--- src/rtl/mem_arbiter_if.sv ---
// Bundle of the cache-side request/response signals and the shared RAM port.
// The arbiter connects through the slave modport; caches and RAM see master.
interface mem_arbiter_if #(
  parameter int unsigned ADDR_W = 32,
  parameter int unsigned DATA_W = 32
);
  // Instruction cache side
  logic              iREN;
  logic [ADDR_W-1:0] iaddr;
  logic              iwait;
  logic [DATA_W-1:0] iload;
  // Data cache side
  logic              dREN;
  logic              dWEN;
  logic [ADDR_W-1:0] daddr;
  logic [DATA_W-1:0] dstore;
  logic              dwait;
  logic [DATA_W-1:0] dload;
  // RAM side
  logic              ramREN;
  logic              ramWEN;
  logic [ADDR_W-1:0] ramaddr;
  logic [DATA_W-1:0] ramstore;
  logic [DATA_W-1:0] ramload;
  logic [1:0]        ramstate;
  logic              ramerr;

  modport slave (
    input  iREN, iaddr, dREN, dWEN, daddr, dstore, ramload, ramstate,
    output iwait, iload, dwait, dload, ramREN, ramWEN, ramaddr, ramstore, ramerr
  );

  modport master (
    output iREN, iaddr, dREN, dWEN, daddr, dstore, ramload, ramstate,
    input  iwait, iload, dwait, dload, ramREN, ramWEN, ramaddr, ramstore, ramerr
  );
endinterface

--- src/rtl/mem_arbiter.sv ---
// Single-port RAM arbiter for icache and dcache. A registered grant FSM picks
// one requester per access; lastD alternates priority when both contend.
module mem_arbiter (
  input  logic          CLK,
  input  logic          nRST,
  mem_arbiter_if.slave  bus
);

  typedef enum logic [1:0] {StIdle, StIAcc, StDAcc} state_e;

  localparam logic [1:0] RamAccess = 2'b10;
  localparam logic [1:0] RamError  = 2'b11;

  state_e state_q, state_d;
  logic   last_d_q, last_d_d;
  logic   ramerr_q, ramerr_d;
  logic   i_req, d_req;

  assign i_req = bus.iREN;
  assign d_req = bus.dREN | bus.dWEN;

  // Read data is a straight pass-through; only meaningful on the completion cycle.
  assign bus.iload  = bus.ramload;
  assign bus.dload  = bus.ramload;
  assign bus.ramerr = ramerr_q;

  // Grant state, last-grant flag and sticky error flag.
  always_ff @(posedge CLK or negedge nRST) begin
    if (!nRST) begin
      state_q  <= StIdle;
      last_d_q <= 1'b0;
      ramerr_q <= 1'b0;
    end else begin
      state_q  <= state_d;
      last_d_q <= last_d_d;
      ramerr_q <= ramerr_d;
    end
  end

  // Grant decision, RAM strobes and per-requester wait signals.
  always_comb begin
    state_d      = state_q;
    last_d_d     = last_d_q;
    ramerr_d     = ramerr_q;
    bus.ramREN   = 1'b0;
    bus.ramWEN   = 1'b0;
    bus.ramaddr  = '0;
    bus.ramstore = '0;
    bus.iwait    = 1'b1;
    bus.dwait    = 1'b1;

    case (state_q)
      StIdle: begin
        // On contention the requester that did not complete last goes next.
        if (i_req && d_req) begin
          state_d = last_d_q ? StIAcc : StDAcc;
        end else if (i_req) begin
          state_d = StIAcc;
        end else if (d_req) begin
          state_d = StDAcc;
        end
      end

      StIAcc: begin
        if (!i_req) begin
          // Withdrawn: drop strobes now, no completion, priority untouched.
          state_d = StIdle;
        end else begin
          bus.ramREN  = 1'b1;
          bus.ramaddr = bus.iaddr;
          if (bus.ramstate == RamAccess) begin
            bus.iwait = 1'b0;
            last_d_d  = 1'b0;
            state_d   = StIdle;
          end else if (bus.ramstate == RamError) begin
            ramerr_d = 1'b1;
          end
        end
      end

      StDAcc: begin
        if (!d_req) begin
          state_d = StIdle;
        end else begin
          // Write wins when both dREN and dWEN are raised.
          bus.ramWEN   = bus.dWEN;
          bus.ramREN   = ~bus.dWEN;
          bus.ramaddr  = bus.daddr;
          bus.ramstore = bus.dstore;
          if (bus.ramstate == RamAccess) begin
            bus.dwait = 1'b0;
            last_d_d  = 1'b1;
            state_d   = StIdle;
          end else if (bus.ramstate == RamError) begin
            ramerr_d = 1'b1;
          end
        end
      end

      default: state_d = StIdle;
    endcase
  end

endmodule

--- src/flat_wrapper.sv ---
// flat-port wrapper written by rule: the top's interface ports become plain ports
module mem_arbiter_flat 
  (CLK, nRST, bus_iREN, bus_iaddr, bus_dREN, bus_dWEN, bus_daddr, bus_dstore, bus_ramload, bus_ramstate, bus_iwait, bus_iload, bus_dwait, bus_dload, bus_ramREN, bus_ramWEN, bus_ramaddr, bus_ramstore, bus_ramerr);
  mem_arbiter_if #(.ADDR_W(32), .DATA_W(32)) bus_i ();
  input  logic CLK;
  input  logic nRST;
  input wire logic [$bits(bus_i.iREN)-1:0] bus_iREN;
  input wire logic [$bits(bus_i.iaddr)-1:0] bus_iaddr;
  input wire logic [$bits(bus_i.dREN)-1:0] bus_dREN;
  input wire logic [$bits(bus_i.dWEN)-1:0] bus_dWEN;
  input wire logic [$bits(bus_i.daddr)-1:0] bus_daddr;
  input wire logic [$bits(bus_i.dstore)-1:0] bus_dstore;
  input wire logic [$bits(bus_i.ramload)-1:0] bus_ramload;
  input wire logic [$bits(bus_i.ramstate)-1:0] bus_ramstate;
  output wire logic [$bits(bus_i.iwait)-1:0] bus_iwait;
  output wire logic [$bits(bus_i.iload)-1:0] bus_iload;
  output wire logic [$bits(bus_i.dwait)-1:0] bus_dwait;
  output wire logic [$bits(bus_i.dload)-1:0] bus_dload;
  output wire logic [$bits(bus_i.ramREN)-1:0] bus_ramREN;
  output wire logic [$bits(bus_i.ramWEN)-1:0] bus_ramWEN;
  output wire logic [$bits(bus_i.ramaddr)-1:0] bus_ramaddr;
  output wire logic [$bits(bus_i.ramstore)-1:0] bus_ramstore;
  output wire logic [$bits(bus_i.ramerr)-1:0] bus_ramerr;
  assign bus_i.iREN = bus_iREN;
  assign bus_i.iaddr = bus_iaddr;
  assign bus_i.dREN = bus_dREN;
  assign bus_i.dWEN = bus_dWEN;
  assign bus_i.daddr = bus_daddr;
  assign bus_i.dstore = bus_dstore;
  assign bus_i.ramload = bus_ramload;
  assign bus_i.ramstate = bus_ramstate;
  assign bus_iwait = bus_i.iwait;
  assign bus_iload = bus_i.iload;
  assign bus_dwait = bus_i.dwait;
  assign bus_dload = bus_i.dload;
  assign bus_ramREN = bus_i.ramREN;
  assign bus_ramWEN = bus_i.ramWEN;
  assign bus_ramaddr = bus_i.ramaddr;
  assign bus_ramstore = bus_i.ramstore;
  assign bus_ramerr = bus_i.ramerr;
  mem_arbiter u_core (.CLK(CLK), .nRST(nRST), .bus(bus_i));
endmodule
--- config.mk ---
export PLATFORM = sky130hd
export DESIGN_NAME = mem_arbiter_flat
export DESIGN_NICKNAME = d
export VERILOG_FILES = /design/src/rtl/mem_arbiter_if.sv /design/src/rtl/mem_arbiter.sv /design/src/flat_wrapper.sv
export SDC_FILE = /design/constraint.sdc
export NUM_CORES = 1
export LEC_CHECK = 0
export CELL_PAD_IN_SITES_DETAIL_PLACEMENT = 0
export CELL_PAD_IN_SITES_GLOBAL_PLACEMENT = 1
export CORE_ASPECT_RATIO = 0.5
export CORE_MARGIN = 8
export CORE_UTILIZATION = 12
export DETAILED_ROUTE_END_ITERATION = 6
export GPL_ROUTABILITY_DRIVEN = 0
export PLACE_DENSITY_LB_ADDON = 0.15
export SYNTH_ARGS = -nofsm -noshare
export SYNTH_HDL_FRONTEND = slang
export SYNTH_SLANG_ARGS = --single-unit
--- constraint.sdc ---
create_clock -name CLK -period 1.95 [get_ports CLK]
set_input_delay 0.195 -clock CLK [delete_from_list [all_inputs] [get_ports CLK]]
set_output_delay 0.195 -clock CLK [all_outputs]
set_load 0.01 [all_outputs]
Word-level counts from Yosys, hierarchy flattened
Cells that the tools add are included.
{"block": "op_classes", "n_shift": 0, "div_mod_pow": 0, "n_mul": 0, "n_eq_ne": 9, "n_reduce_logical": 5, "add_sub_neg": 0, "mux": 33, "bitwise": 2, "n_lt_le_gt_ge": 0}
{"operator": "32-bit 2-to-1 mux", "count": 4}
{"operator": "32-bit one-hot mux with 2 select lines", "count": 1}
{"operator": "1-bit 2-to-1 mux", "count": 17}
{"operator": "2-bit 2-to-1 mux", "count": 7}
{"operator": "2-bit equality test (second input constant)", "count": 3}
{"operator": "2-bit by 1-bit inequality test with 1-bit output (second input constant)", "count": 3}
{"operator": "1-bit one-hot mux with 2 select lines", "count": 3}
{"operator": "2-bit one-hot mux with 3 select lines", "count": 1}
{"operator": "5-bit AND reduction", "count": 1}
{"operator": "4-bit by 2-bit inequality test with 1-bit output (second input constant)", "count": 1}
{"operator": "3-bit AND reduction", "count": 1}
{"operator": "2-bit by 1-bit equality test with 1-bit output (second input constant)", "count": 1}
{"operator": "2-bit zero test", "count": 1}
{"operator": "2-bit inequality test (second input constant)", "count": 1}
{"operator": "2-bit nonzero test", "count": 1}
{"operator": "1-bit logical AND", "count": 1}
{"operator": "1-bit inverter", "count": 1}
{"operator": "1-bit bitwise OR", "count": 1}
{"block": "word_totals", "reg_bits": 4, "rom_bits": 0, "output_inout_bits": 133, "mem_count": 0, "input_bits": 135, "latch_bits": 0, "word_cells": 52, "ram_bits": 0}

Logic depth before layout (Yosys ltp)
{"block": "logic_depth", "word_depth": 5, "ltp_mapped": 8, "mapped_depth_nobuf": 6}

Worst setup path after synthesis
No wires, ideal clock.
{"block": "synth_timing", "kind": "register -> output", "start": "register u_core.state_q[0]", "end": "output port bus_ramaddr[25]", "path_buffers": 2, "arrival_ps": 1366, "path_stages_with_launch": 9, "setup_slack_ps": 389, "path_cell_list": "dfrtp_1 > inv_1 > ha_1 > inv_1 > nor2_4 > buf_6 > buf_6 > a22oi_2 > nor2b_1"}
{"block": "synth_via", "elab_chain_len": 2, "elab_cells_between_ends": 3, "cone_classes": "eq/ne: 2; mux: 1"}
{"element": "start: declaration", "line": "mem_arbiter.sv:14", "rtl": "state_e state_q, state_d;"}
{"element": "start signal: assignment", "line": "mem_arbiter.sv:30", "rtl": "state_q <= StIdle;"}
{"element": "start signal: assignment", "line": "mem_arbiter.sv:34", "rtl": "state_q <= state_d;"}
{"element": "2-bit equality test / 2-bit by 1-bit equality test with 1-bit output (equally long branches)", "line": "mem_arbiter.sv:52", "rtl": "case (state_q)"}
{"element": "32-bit one-hot mux with 2 select lines *", "line": "mem_arbiter.sv:52"}
{"element": "end: declaration", "line": "flat_wrapper.sv:21", "rtl": "output wire logic [$bits(bus_i.ramaddr)-1:0] bus_ramaddr;"}
Mark *: on every way between the ends. The rest lies on a longest branch, timed or not.

Final worst setup path
{"block": "layout_timing", "start": "register u_core.state_q[1]", "end": "output port bus_ramaddr[28]"}
The elaborated chain is that of the path after synthesis.

==> key figures <==
Finish
  • Count of inserted antenna diode cells: 0
  • Total Nets Final: 492
  • Layout-stage area growth over the synthesis result: 109.7%
  • Design area: 3334 um2
  • Layout Cells excl Fill: 521
  • Layout cell share with drive strength beyond 1: 0.3818

Power and ir drop
  • Clock network power share: 0.090
  • Part of the total power dissipated in combinational logic: 0.868
  • Net switching power: 0.001399 W
  • Internal power consumption: 0.002089 W
  • Pwr Total: 0.003487 W
  • Sequential share of power: 0.042
  • Pleak: 1.388 nW
  • Worst supply voltage drop on vdd: 0.5005 mV
  • Switching power share of the total: 0.4010
  • Cell area power density: 1046 nW/um2

Worst setup path
  • Element type at the critical path start: flip-flop
  • Path depth of the worst reg2reg path: 7
  • Slowest cell on crit path: dfrtp_2
  • Arrival @ worst endpoint: 1.71 ns
  • CP Max Fanout: 9
  • Crit-path cells: ha_4, inv_4, nor2_4, buf_6, clkbuf_16, buf_4, a22oi_2, nor2b_1, buf_2
  • Data required time at the worst endpoint: 1.75 ns
  • Buffers & Inverters on Critical Path: 5
  • Biggest cell delay along the critical path: 0.43 ns
  • Critical Path Stages: 9
  • Element type at the critical path end: output port
  • WS Path Type: flip-flop to output port
  • CP top delay family: buffers and inverters

Floorplan
  • Placeable core area: 12810 um2
  • Die Area: 17420 um2
  • Count of standard-cell rows: 29
  • Floorplan die height: 97.40 um
  • I/O pin cnt: 268
  • Horizontal extent of the die: 178.8 um
  • Starting density of the core: 0.1242

Timing
  • Final Slew Violations: 0
  • Final setup TNS: 0 ns
  • Final number of hold-violating endpoints: 0
  • Minimum clock period: 1.907 ns
  • Final setup viols: 0
  • Period utilization: 0.9777
  • Setup skew after layout: 0.001156 ns
  • Worst-Margin Slew: 0.3485 ns
  • Highest Clock Rate: 0.5245 GHz
  • Worst slew margin: 0.7644
  • RSZ-0062 raised after global routing: yes

Placed design
  • Number of input and output port buffers inserted: 171
  • Placed cells: 495
  • Cell area reported after detailed placement: 3099 um2
  • Post-detailed-placement half-perimeter wirelength: 6.721 mm

Clock network
  • Number of sinks on the clock net: 4
  • Hold bufs inserted after CTS: 0
  • Cts bufs inserted: 3
  • Root buffer cell: clkbuf_16
  • Maximum level of the CTS H-tree: 1
  • Clock transition at path regs: 0.03 ns
  • TritonCTS clock tree: done
  • CTS Buffer Depth: 2
  • Source-to-sink clock delay at the later pin of the worst-skew pair: 0.22 ns

Detailed routing
  • DRC violations left: 0
  • Average detailed-routed wire length per instance: 17.80 um
  • Detail-routed via count per cell: 3.630
  • Remaining antenna violation count: 0
  • First-pass detailed-route iteration total: 4
  • 1st-iter DRT viols: 35
  • Final wirelength: 9.274 mm
  • Routed vias: 1891

Logic synthesis
  • Avg Synthesized Cell Area: 7.362 um2
  • Top cell type by total area after synthesis: buf_4
  • Area of the mapped netlist: 1590 um2
  • Number of flops mapped to enable cells by yosys: 0
  • Dominant combinational cell family by area after synthesis: buffers and inverters
  • Most used standard cell by instance count after synthesis: buf_4
  • Parity-gate share of the synthesized area counting xor and xnor cells: 0
  • Synth Area in Compound Gates: 0.2234
  • Number of nets produced by synthesis: 355
  • Adder-cell share of the synthesized area: 0.03147
  • Cells taking the most area after synthesis: buf_4 (32%), and2_1 (13%), nor2b_1 (13%)
  • Area share of the largest cell type after synthesis: 0.3163
  • Yosys warnings: 0
  • Post-synthesis sequential area ratio: 0.06294
  • Count of state elements after synthesis: 4
  • Simple-Gate Fraction of Synth Area: 0.3100
  • Post-synth ARST share: 1.000
  • Unique cell type count in the Yosys netlist: 27
  • Most frequently used flop master after synthesis: dfrtp_1
  • Multiplexer area fraction after synthesis: 0
  • Instance count of the mapped netlist: 216
  • Ranking of synthesized cells by instance count: buf_4 (67), and2_1 (34), nor2b_1 (34), a22oi_1 (26)

GRT
  • Total gr overflow: 0
  • Wire length of the first global-routing pass: 12.29 mm
  • Global-route usage over all layers: 0.08993
  • Number of antenna violations at the first check in global routing: 0
  • Via count of the first global-routing pass: 1916
  • Maximum number of pins on one net before global-route repair: 36

Run status
  • Status: completed

Job
  • Max-cap viol count: 0

Hold path
  • Hold/Removal Path Class: input pin to asynchronous set/reset pin
## power groups by stage
stage / Clock (W) / Sequential, W / Combinational [W]
after global routing: 0.000324 / 0.000153 / 0.00327
final: 0.000313 / 0.000148 / 0.00303
after detailed placement: 0 / 0.000137 / 0.00255
after floorplan: 0 / 0.000134 / 0.00135
after global placement: 0 / 0.000135 / 0.00254
after CTS: 0.000319 / 0.000138 / 0.00274
## cell families after synthesis
group / Yosys count
simple gates: 81
fa+ha+maj: 4
compound gates: 44
flops: 4
buf+inv: 83
## repair_timing
action	in CTS	in global routing
setup endpoints to repair	68	61
setup buffers	6	9
gates cloned	3	6
resized for setup	214	63
pin swaps	3	6
## area by class of cell
type                            instances  area [um2]
Clock buffer                            3       75.07
Fill cell                            1403        9474
Sequential cell                         4       101.3
Multi-Input combinational cell        129       988.4
Inverter                                5       21.27
Timing Repair Buffer                  210        1936
Tap cell                              170       212.7
## through the flow
stage	worst slack (ns)	hold WS (ns)	util
after floorplan	0.3886	-0.1006	-
after global placement	-0.1712	0.3901	0.2420
after detailed placement	-0.1983	0.3901	0.2420
after CTS	-0.07311	0.1878	0.2573
after global routing	-0.03680	0.1994	0.2603
final	0.04345	0.1816	0.2603
## placed cells by master (no fill, tap or decap), types with 2 or more instances in the layout
cell	count
nor2b_1	34
clkbuf_2	17
dlygate4sd2_1	3
o21ai_0	5
inv_2	2
buf_2	46
buf_6	4
clkdlybuf4s50_1	103
a22oi_2	16
nor2_1	2
nand2_1	6
buf_4	20
and2_1	33
buf_12	7
dfrtp_1	3
clkdlybuf4s15_2	2
ha_4	3
a22oi_1	16
buf_16	2
clkbuf_16	9
inv_1	2
## flip-flops by register name, indices dropped and copies added (netlist names)
name / count
u_core.last_d_q: 1
u_core.bus.ramerr: 1
u_core.state_q: 2
## routing by layer
layer / GRT usage / part of all wire
met1: 0.08614 / 0.36
met3: 0.01164 / 0.054
met2: 0.1927 / 0.57
met4: 0.02211 / 0.015
met5: 0 / 0
## worst paths after layout
| path | slack [ns] | startpoint | end |
|---|---|---|---|
| max in group asynchronous | 1.58 | nRST | u_core.state_q[1] |
| max | 0.04 | u_core.state_q[1] | bus_ramaddr[28] |
| max reg2reg | 0.34 | u_core.state_q[1] | u_core.last_d_q |
| min in group CLK | 0.39 | bus_ramload[21] | bus_dload[21] |
| min | 0.18 | nRST | u_core.bus.ramerr |
| min reg2reg | 0.46 | u_core.bus.ramerr | u_core.bus.ramerr |
Power figures use the tool's default switching activity.
